--- config.mk ---
export PLATFORM = sky130hd
export DESIGN_NAME = register_sequencer
export DESIGN_NICKNAME = d
export VERILOG_FILES = /design/src/rtl/register_sequencer.sv
export SDC_FILE = /design/constraint.sdc
export NUM_CORES = 1
export LEC_CHECK = 0
export BUFFER_PORTS_ARGS = -buffer_cell sky130_fd_sc_hd__buf_2
export CAP_MARGIN = 20
export CORE_MARGIN = 3
export CORE_UTILIZATION = 61
export DETAILED_ROUTE_END_ITERATION = 12
export PLACE_DENSITY = 0.9
export SLEW_MARGIN = 20
export SYNTH_ARGS = -nofsm -noshare
export SYNTH_HDL_FRONTEND = slang
export SYNTH_SLANG_ARGS = --single-unit
export TNS_END_PERCENT = 1
--- constraint.sdc ---
create_clock -name i_clock -period 7.08 [get_ports i_clock]
set_clock_uncertainty 0.05 [all_clocks]
set_input_delay 0.354 -clock i_clock [delete_from_list [all_inputs] [get_ports i_clock]]
set_output_delay 0.354 -clock i_clock [all_outputs]
set_load 0.01 [all_outputs]
--- src/rtl/register_sequencer.sv ---
// rtl/register_sequencer.sv - in-order register bus sequencer with command FIFO and bus timeout
module register_sequencer #(
    parameter int FIFO_DEPTH = 4,
    parameter int TIMEOUT    = 255
) (
    input  logic        i_clock,
    input  logic        i_reset,
    input  logic        i_cmd_valid,
    output logic        o_cmd_ready,
    input  logic        i_cmd_rw,
    input  logic [31:0] i_cmd_address,
    input  logic [31:0] i_cmd_wdata,
    output logic        o_bus_request,
    output logic        o_bus_rw,
    output logic [31:0] o_bus_address,
    output logic [31:0] o_bus_wdata,
    input  logic [31:0] i_bus_rdata,
    input  logic        i_bus_ready,
    output logic        o_rsp_valid,
    input  logic        i_rsp_ready,
    output logic [31:0] o_rsp_rdata,
    output logic        o_rsp_timeout,
    output logic        o_busy
);
    localparam int PW = $clog2(FIFO_DEPTH);
    localparam int TW = (TIMEOUT < 2) ? 1 : $clog2(TIMEOUT + 1);
    localparam logic [PW:0]   DEPTH_L   = (PW + 1)'(FIFO_DEPTH);
    localparam logic [TW-1:0] TIMEOUT_L = TW'(TIMEOUT);

    typedef enum logic [1:0] {
        S_IDLE    = 2'd0,
        S_REQUEST = 2'd1,
        S_RESPOND = 2'd2
    } state_t;

    state_t state_q, state_d;

    logic          fifo_rw_q   [FIFO_DEPTH];
    logic [31:0]   fifo_addr_q [FIFO_DEPTH];
    logic [31:0]   fifo_wdata_q[FIFO_DEPTH];
    logic [PW-1:0] wr_ptr_q, rd_ptr_q;
    logic [PW:0]   count_q;
    logic          fifo_push, fifo_pop, fifo_empty;

    logic          bus_request_q, bus_request_d;
    logic          bus_rw_q, bus_rw_d;
    logic [31:0]   bus_address_q, bus_address_d;
    logic [31:0]   bus_wdata_q, bus_wdata_d;
    logic [TW-1:0] timer_q, timer_d;
    logic [31:0]   res_data_q, res_data_d;
    logic          res_timeout_q, res_timeout_d;
    logic          rsp_valid_q, rsp_valid_d;
    logic [31:0]   rsp_rdata_q, rsp_rdata_d;
    logic          rsp_timeout_q, rsp_timeout_d;

    assign fifo_empty  = (count_q == '0);
    assign o_cmd_ready = (count_q != DEPTH_L);
    assign fifo_push   = i_cmd_valid && o_cmd_ready;
    assign fifo_pop    = (state_q == S_IDLE) && !fifo_empty;

    // Storage is not reset; occupancy and pointers alone define validity.
    always_ff @(posedge i_clock) begin
        if (i_reset) begin
            wr_ptr_q <= '0;
            rd_ptr_q <= '0;
            count_q  <= '0;
        end else begin
            if (fifo_push) begin
                fifo_rw_q[wr_ptr_q]    <= i_cmd_rw;
                fifo_addr_q[wr_ptr_q]  <= i_cmd_address;
                fifo_wdata_q[wr_ptr_q] <= i_cmd_wdata;
                wr_ptr_q               <= wr_ptr_q + PW'(1);
            end
            if (fifo_pop) begin
                rd_ptr_q <= rd_ptr_q + PW'(1);
            end
            count_q <= count_q + (PW + 1)'(fifo_push) - (PW + 1)'(fifo_pop);
        end
    end

    always_ff @(posedge i_clock) begin
        if (i_reset) begin
            state_q       <= S_IDLE;
            bus_request_q <= 1'b0;
            bus_rw_q      <= 1'b0;
            bus_address_q <= '0;
            bus_wdata_q   <= '0;
            timer_q       <= '0;
            res_data_q    <= '0;
            res_timeout_q <= 1'b0;
            rsp_valid_q   <= 1'b0;
            rsp_rdata_q   <= '0;
            rsp_timeout_q <= 1'b0;
        end else begin
            state_q       <= state_d;
            bus_request_q <= bus_request_d;
            bus_rw_q      <= bus_rw_d;
            bus_address_q <= bus_address_d;
            bus_wdata_q   <= bus_wdata_d;
            timer_q       <= timer_d;
            res_data_q    <= res_data_d;
            res_timeout_q <= res_timeout_d;
            rsp_valid_q   <= rsp_valid_d;
            rsp_rdata_q   <= rsp_rdata_d;
            rsp_timeout_q <= rsp_timeout_d;
        end
    end

    always_comb begin
        state_d = state_q;
        case (state_q)
            S_IDLE:    if (!fifo_empty) state_d = S_REQUEST;
            S_REQUEST: if (i_bus_ready || timer_q == TIMEOUT_L) state_d = S_RESPOND;
            S_RESPOND: if (!rsp_valid_q || i_rsp_ready) state_d = S_IDLE;
            default:   state_d = S_IDLE;
        endcase
    end

    always_comb begin
        bus_request_d = bus_request_q;
        bus_rw_d      = bus_rw_q;
        bus_address_d = bus_address_q;
        bus_wdata_d   = bus_wdata_q;
        timer_d       = timer_q;
        res_data_d    = res_data_q;
        res_timeout_d = res_timeout_q;
        rsp_valid_d   = rsp_valid_q && !i_rsp_ready;
        rsp_rdata_d   = rsp_rdata_q;
        rsp_timeout_d = rsp_timeout_q;
        case (state_q)
            S_IDLE: begin
                if (!fifo_empty) begin
                    bus_request_d = 1'b1;
                    bus_rw_d      = fifo_rw_q[rd_ptr_q];
                    bus_address_d = fifo_addr_q[rd_ptr_q];
                    bus_wdata_d   = fifo_wdata_q[rd_ptr_q];
                    timer_d       = '0;
                end
            end
            S_REQUEST: begin
                // Ready wins over an expiring timer on the same edge.
                if (i_bus_ready) begin
                    bus_request_d = 1'b0;
                    res_data_d    = bus_rw_q ? 32'h0 : i_bus_rdata;
                    res_timeout_d = 1'b0;
                end else if (timer_q == TIMEOUT_L) begin
                    bus_request_d = 1'b0;
                    res_data_d    = 32'h0;
                    res_timeout_d = 1'b1;
                end else begin
                    timer_d = timer_q + TW'(1);
                end
            end
            S_RESPOND: begin
                if (!rsp_valid_q || i_rsp_ready) begin
                    rsp_valid_d   = 1'b1;
                    rsp_rdata_d   = res_data_q;
                    rsp_timeout_d = res_timeout_q;
                end
            end
            default: begin
                bus_request_d = 1'b0;
            end
        endcase
    end

    assign o_bus_request = bus_request_q;
    assign o_bus_rw      = bus_rw_q;
    assign o_bus_address = bus_address_q;
    assign o_bus_wdata   = bus_wdata_q;
    assign o_rsp_valid   = rsp_valid_q;
    assign o_rsp_rdata   = rsp_rdata_q;
    assign o_rsp_timeout = rsp_timeout_q;
    assign o_busy        = (state_q != S_IDLE) || !fifo_empty || rsp_valid_q;

endmodule

==> reports/results.ini, run 1 <==
[critical_path]
cp_top_family=buffers and inverters
cp.buffers_inverters=1
crit_arrival_ns=2.86
reg2reg_slack_ns=4.53
slowest_delay_ns=0.84
path_depth=4
critPathSlowestCell=buf_4
worstSetupStartpointType=flip-flop
critPathKind=flip-flop to flip-flop
worstReg2RegStart=rd_ptr_q[0]$_SDFFE_PP0P_
cp_max_fo=49
r2r-end=o_bus_address[15]$_SDFFE_PP0P_
critPathCaptureType=flip-flop
crit_chain=buf_4 -> mux4_2 -> nand2_1 -> a21oi_1
cp_data_required_time_ns=7.39
reg2regPathDepth=4

[sta]
fin_crit_sh_pct=36.0
worst_pin_slew_ns=1.08
whs_ns=0.0121
max_clock_freq_mhz=392
slew-limit-headroom_pct=28.3
tns_ns=0
finalHoldViolCount=0
final_max_slew_viol_count=0
setup_violations=0
grt_setup_unrepaired=no
worst_slack_ns=4.53
finalCriticalPeriod_ns=2.55

[logic_synthesis]
yosys_warnings=0
synth_area_sq_um=14700
synth-edff-count=260
synthArstFlopShare_pct=0
yosys.cell_types.count=45
avgSynthCellArea_sq_um=15.2
syn_inst=967
ys_ff_latch=410
seq_area_frac_synth_pct=73.5
ys.flop_type=edfxtp_1
syn-num-nets=1077

[clock_network]
numCtsBuffers=40
postCtsSetupRepairBufs=0
root_buffer=clkbuf_16
tritoncts=yes
htree_levels=2
cts.sinks=410
clockBufferDepth=3
insertion_delay_ns=0.53
clk_pin_slew_ns=0.07

[drt]
drtAntennaViolNets=0
wirelength_microns=34800
post_drt_wl_per_cell_microns=21.9
drt_iter0_drc=948
route.vias.total=9404
drcViolationCount=0
firstDrtPassIters=6
vias_per_cell=5.91

[final_layout]
final_cell_mix=edfxtp_1, nand2_1, buf_2
nFillCells=1269
multi_input_area_sq_um=3670
register_area_sq_um=10800
layout-drive-gt1-share_pct=27.4
layout_commonest_cell=edfxtp_1
area_delta_synth_final_pct=22.6
layout.nets=1352
fin_cells=1592
antenna-diode-count=0

[floorplan]
die_w_microns=161
die_area_sq_um=26000
initial_core_util_pct=62.3
rows=56
ios=204
coreArea_sq_um=23600
fp.dieH_microns=161

[global_route]
antenna_found_initial=2
grt_util_all_layers_pct=27.1
grt_pass1_vias=9877
grt.overflow.total=0
grt_pass1_wl_microns=54900
grt_max_degree=79

[run]
max_cap_violations=0

[placed_design]
hpwlAfterDp_microns=17200
dp_cells=1439
pre_cts_ws_ns=4.46
gp_congestion=0.778
io_buffers=203

[power]
leakage_nw=6.52
p_total_mw=6.41
p_per_area_nw_per_um2=355
ir_drop_uv=326

[status]
outcome=complete, no violations

[hold_path]
hold_path_end=res_data_q[17]$_SDFFE_PP0P_
worstHoldStart=i_bus_rdata[17]
holdCritPathClass=input port to flip-flop
hold_path_depth=2

==> repair_timing <==
action | CTS | global route
resized for setup | 0 | 0
setup endpoints to repair | 0 | 0
hold endpoints to repair | 255 | 4
hold buffers | 79 | 1
==> state kept, by name (all words and copies together), names as in the netlist, 3 cells and up <==
name           flops
fifo_addr_q      128
res_data_q        32
o_bus_wdata       32
count_q            3
o_bus_address     32
fifo_wdata_q     128
fifo_rw_q          4
timer_q            8
o_rsp_rdata       32
==> synthesized netlist by cell type, drive strengths merged, types with 2 or more instances <==
library cell / n / area [sq um]
xor2: 2 / 17.5
nor3: 2 / 10.0
o31ai: 2 / 15.0
and2: 6 / 37.5
or4: 3 / 22.5
nand2: 207 / 777
edfxtp: 260 / 7810
inv: 6 / 22.5
a211oi: 2 / 15.0
nor2b: 4 / 25.0
a21oi: 106 / 531
o21bai: 2 / 15.0
ha: 7 / 87.6
nand4: 2 / 12.5
nand3: 8 / 40.0
or3: 2 / 12.5
buf: 27 / 133
xnor2: 4 / 35.0
mux4: 65 / 1460
or3b: 2 / 20.0
nand2b: 3 / 18.8
dfxtp: 150 / 3000
nor2: 13 / 48.8
a22o: 32 / 280
clkbuf: 30 / 114
o21ai: 6 / 30.0
a31oi: 2 / 12.5
==> worst max path at each step <==
stage	start	end	slack [ns]
floorplan	count_q[1]$_SDFF_PP0_	fifo_addr_q[0][0]$_DFFE_PP_	4.20
global placement	i_reset	res_data_q[8]$_SDFFE_PP0P_	4.47
detailed placement	i_reset	res_data_q[8]$_SDFFE_PP0P_	4.46
CTS	rd_ptr_q[0]$_SDFFE_PP0P_	o_bus_address[13]$_SDFFE_PP0P_	4.50
global route	rd_ptr_q[0]$_SDFFE_PP0P_	o_bus_address[15]$_SDFFE_PP0P_	4.32
finish	rd_ptr_q[0]$_SDFFE_PP0P_	o_bus_address[15]$_SDFFE_PP0P_	4.53
==> layer usage <==
metal | up-vias | track usage, % | part of all wire (%)
met2 | 515 | 46.1 | 51
met1 | 4650 | 34.4 | 37
li1 | 4138 | - | -
met4 | 4 | 8.80 | 3.1
met3 | 97 | 7.26 | 8.9
met5 | - | 0 | 0.098
==> layout make-up <==
| type | count | share of cell area (%) |
|---|---|---|
| sequential | 410 | 60.0 |
| multi-input combinational | 494 | 20.3 |
| timing repair buffer | 290 | 10.4 |
| clock buffer | 54 | 6.13 |
| tap | 319 | 2.21 |
| clock inverter | 19 | 0.894 |
| inverter | 6 | 0.125 |
==> report_power, final <==
| group | internal, mW | switching (mW) |
|---|---|---|
| Combinational | 0.557 | 0.760 |
| Sequential | 2.82 | 0.212 |
| Clock | 1.18 | 0.888 |
==> per-stage QoR <==
step | utilization (%) | area, sq um
after detailed placement | 67.7 | 16000
after global placement | 67.7 | 16000
after CTS | 76.4 | 18000
final | 76.4 | 18000
after floorplan | - | 14700
after global routing | 76.4 | 18000
==> kinds of logic after synthesis <==
group / after synthesis / share of synthesized area, %
xor gates and xnor gates: 6 / 0.357
DFF: 410 / 73.5
AOI/OAI and AO/OA: 159 / 6.49
buffers and inverters: 63 / 1.83
muxes: 65 / 9.95
adders and majority gates: 8 / 0.731
and+or+nand+nor: 256 / 7.20
No activity file was read; power rests on OpenSTA's default activity.
==> run 2, diff against run 1 <==
--- a/config.mk
+++ b/config.mk
@@ -8,9 +8,9 @@
 export BUFFER_PORTS_ARGS = -buffer_cell sky130_fd_sc_hd__buf_2
 export CAP_MARGIN = 20
 export CORE_MARGIN = 3
-export CORE_UTILIZATION = 61
+export CORE_UTILIZATION = 57
 export DETAILED_ROUTE_END_ITERATION = 12
-export PLACE_DENSITY = 0.9
+export PLACE_DENSITY = 0.85
 export SLEW_MARGIN = 20
 export SYNTH_ARGS = -nofsm -noshare
 export SYNTH_HDL_FRONTEND = slang
==> constraint.sdc (replaced) <==
create_clock -name i_clock -period 2.5 [get_ports i_clock]
set_clock_uncertainty 0.05 [all_clocks]
set_input_delay 0.125 -clock i_clock [delete_from_list [all_inputs] [get_ports i_clock]]
set_output_delay 0.125 -clock i_clock [all_outputs]
set_load 0.01 [all_outputs]
==> reports/results.ini, run 2 (synthesis gave the netlist of run 1 again) <==
[status]
outcome=complete, no violations

[power]
p_per_area_nw_per_um2=1020
leakage_nw=6.78
p_total_mw=18.9
ir_drop_uv=1020

[drt]
firstDrtPassIters=5
drtAntennaViolNets=0
wirelength_microns=33900
vias_per_cell=5.71
route.vias.total=9364
post_drt_wl_per_cell_microns=20.6
drt_iter0_drc=803
drcViolationCount=0

[critical_path]
r2r-end=count_q[2]$_SDFF_PP0_
cp_max_fo=5
reg2regPathDepth=10
critPathCaptureType=flip-flop
worstSetupStartpointType=flip-flop
critPathKind=flip-flop to flip-flop
worstReg2RegStart=count_q[1]$_SDFF_PP0_
reg2reg_slack_ns=0.12
crit_arrival_ns=2.69
cp_data_required_time_ns=2.81

[floorplan]
die_area_sq_um=27800
fp.dieH_microns=167
die_w_microns=167
rows=58
initial_core_util_pct=58.3
ios=204
coreArea_sq_um=25300

[global_route]
grt_pass1_wl_microns=53900
grt_util_all_layers_pct=24.4
grt.overflow.total=0
use_met1_pct=32.6
grt_pass1_vias=9850
met2_usage_pct=40.9
grt.busiest_layer=met2
gr-usage-met3_pct=5.20
grt_max_degree=82
antenna_found_initial=3

[final_layout]
area_delta_synth_final_pct=26.4
fin_cells=1641
top_regs=fifo_addr_q (128), fifo_wdata_q (128)
layout-drive-gt1-share_pct=28.1
final_cell_mix=edfxtp_1, nand2_1, buf_2
nFillCells=1479
layout_commonest_cell=edfxtp_1
post-route-util_pct=73.7
layout.nets=1387

[sta]
grt_setup_unrepaired=yes
finalCriticalPeriod_ns=2.38
fin_crit_sh_pct=95.0
setup_violations=0
max_clock_freq_mhz=421
worst_pin_slew_ns=1.01
final_max_slew_viol_count=0
slew-limit-headroom_pct=32.7
finalHoldViolCount=0

[placed_design]
gp_congestion=0.795
dp_cells=1462
io_buffers=203
hpwlAfterDp_microns=17900

[clock_network]
root_buffer=clkbuf_16
numCtsBuffers=41
postCtsSetupRepairBufs=0
insertion_delay_ns=0.54
tritoncts=yes
clockBufferDepth=3
clk_pin_slew_ns=0.07
htree_levels=2
cts.sinks=410

[hold_path]
worstHoldStart=i_cmd_address[9]
hold_path_depth=2
holdCritPathClass=input port to flip-flop
hold_path_end=fifo_addr_q[2][9]$_DFFE_PP_

[run]
max_cap_violations=0

## run 2: cell types whose count changed in the layout (fill, tap and decap cells not counted), moves of 2 or more
cell           before  now
buf_4               8   17
dlygate4sd3_1      80  102
inv_4               0    2
buf_12              0    3
clkinv_2            7    4
clkbuf_1            9    6
diode_2             0    2
clkinv_4            0    2
bufinv_16           2    8
clkinvlp_4          3    1
inv_6               1    3
## run 2: routing by layer
metal / part of all wire (%) / up-vias / routed length [microns]
met3: 7.5 / 66 / 2530
met1: 39 / 4648 / 13300
met2: 51 / 421 / 17200
met5: 0.021 / - / 7
met4: 2.3 / 2 / 787
li1: - / 4227 / -
## run 2: final cells by class
class	count	area [sq um]	area share (%)
Sequential cell	410	10800	58.2
Multi-Input combinational cell	494	3670	19.7
Timing Repair Buffer	324	2220	11.9
Clock buffer	50	1100	5.92
Tap cell	330	413	2.22
Clock inverter	25	355	1.91
Inverter	6	22.5	0.121
Antenna cell	2	5.00	0.0269
## run 2: timing repair
item,in CTS,in global routing
hold endpoints to repair,300,0
endpoints found under the setup margin,0,86
gates resized for setup,0,2
hold buffers,102,0
## run 2: through the flow
step	setup slack, ns	setup TNS (ns)	hold slack (ns)	instance area [sq um]
2_1_floorplan	-0.383	-74.66	0.172	14700
3_5_place_dp	0.129	0	0.293	16100
3_3_place_gp	0.171	0	0.284	16100
6_report	0.124	0	0.291	18600
4_1_cts	0.108	0	0.266	18600
5_1_grt	-0.0309	-0.0309	0.297	18600
## run 2: power by group
group | total [mW] | switching [mW] | internal, mW
combinational | 3.98 | 2.29 | 1.69
sequential | 8.43 | 0.452 | 7.97
clock | 6.53 | 2.53 | 4.00
## run 2: how the worst max path moves through the flow
stage / start / to / depth (start not counted)
CTS: count_q[1]$_SDFF_PP0_ / fifo_wdata_q[1][24]$_DFFE_PP_ / 5
floorplan: count_q[1]$_SDFF_PP0_ / fifo_addr_q[1][0]$_DFFE_PP_ / 4
global route: count_q[1]$_SDFF_PP0_ / count_q[2]$_SDFF_PP0_ / 10
global placement: count_q[1]$_SDFF_PP0_ / count_q[2]$_SDFF_PP0_ / 10
detailed placement: count_q[1]$_SDFF_PP0_ / count_q[2]$_SDFF_PP0_ / 11
finish: count_q[1]$_SDFF_PP0_ / count_q[2]$_SDFF_PP0_ / 10
## run 2: critical path: stages, from the launching register on
cell,delay [ns]
dfxtp_1,0.35
or3b_2,0.50
nand2_1,0.12
ha_1,0.24
inv_1,0.06
ha_1,0.13
inv_1,0.05
fa_1,0.37
xor2_1,0.17
xnor2_1,0.13
nor2_1,0.05
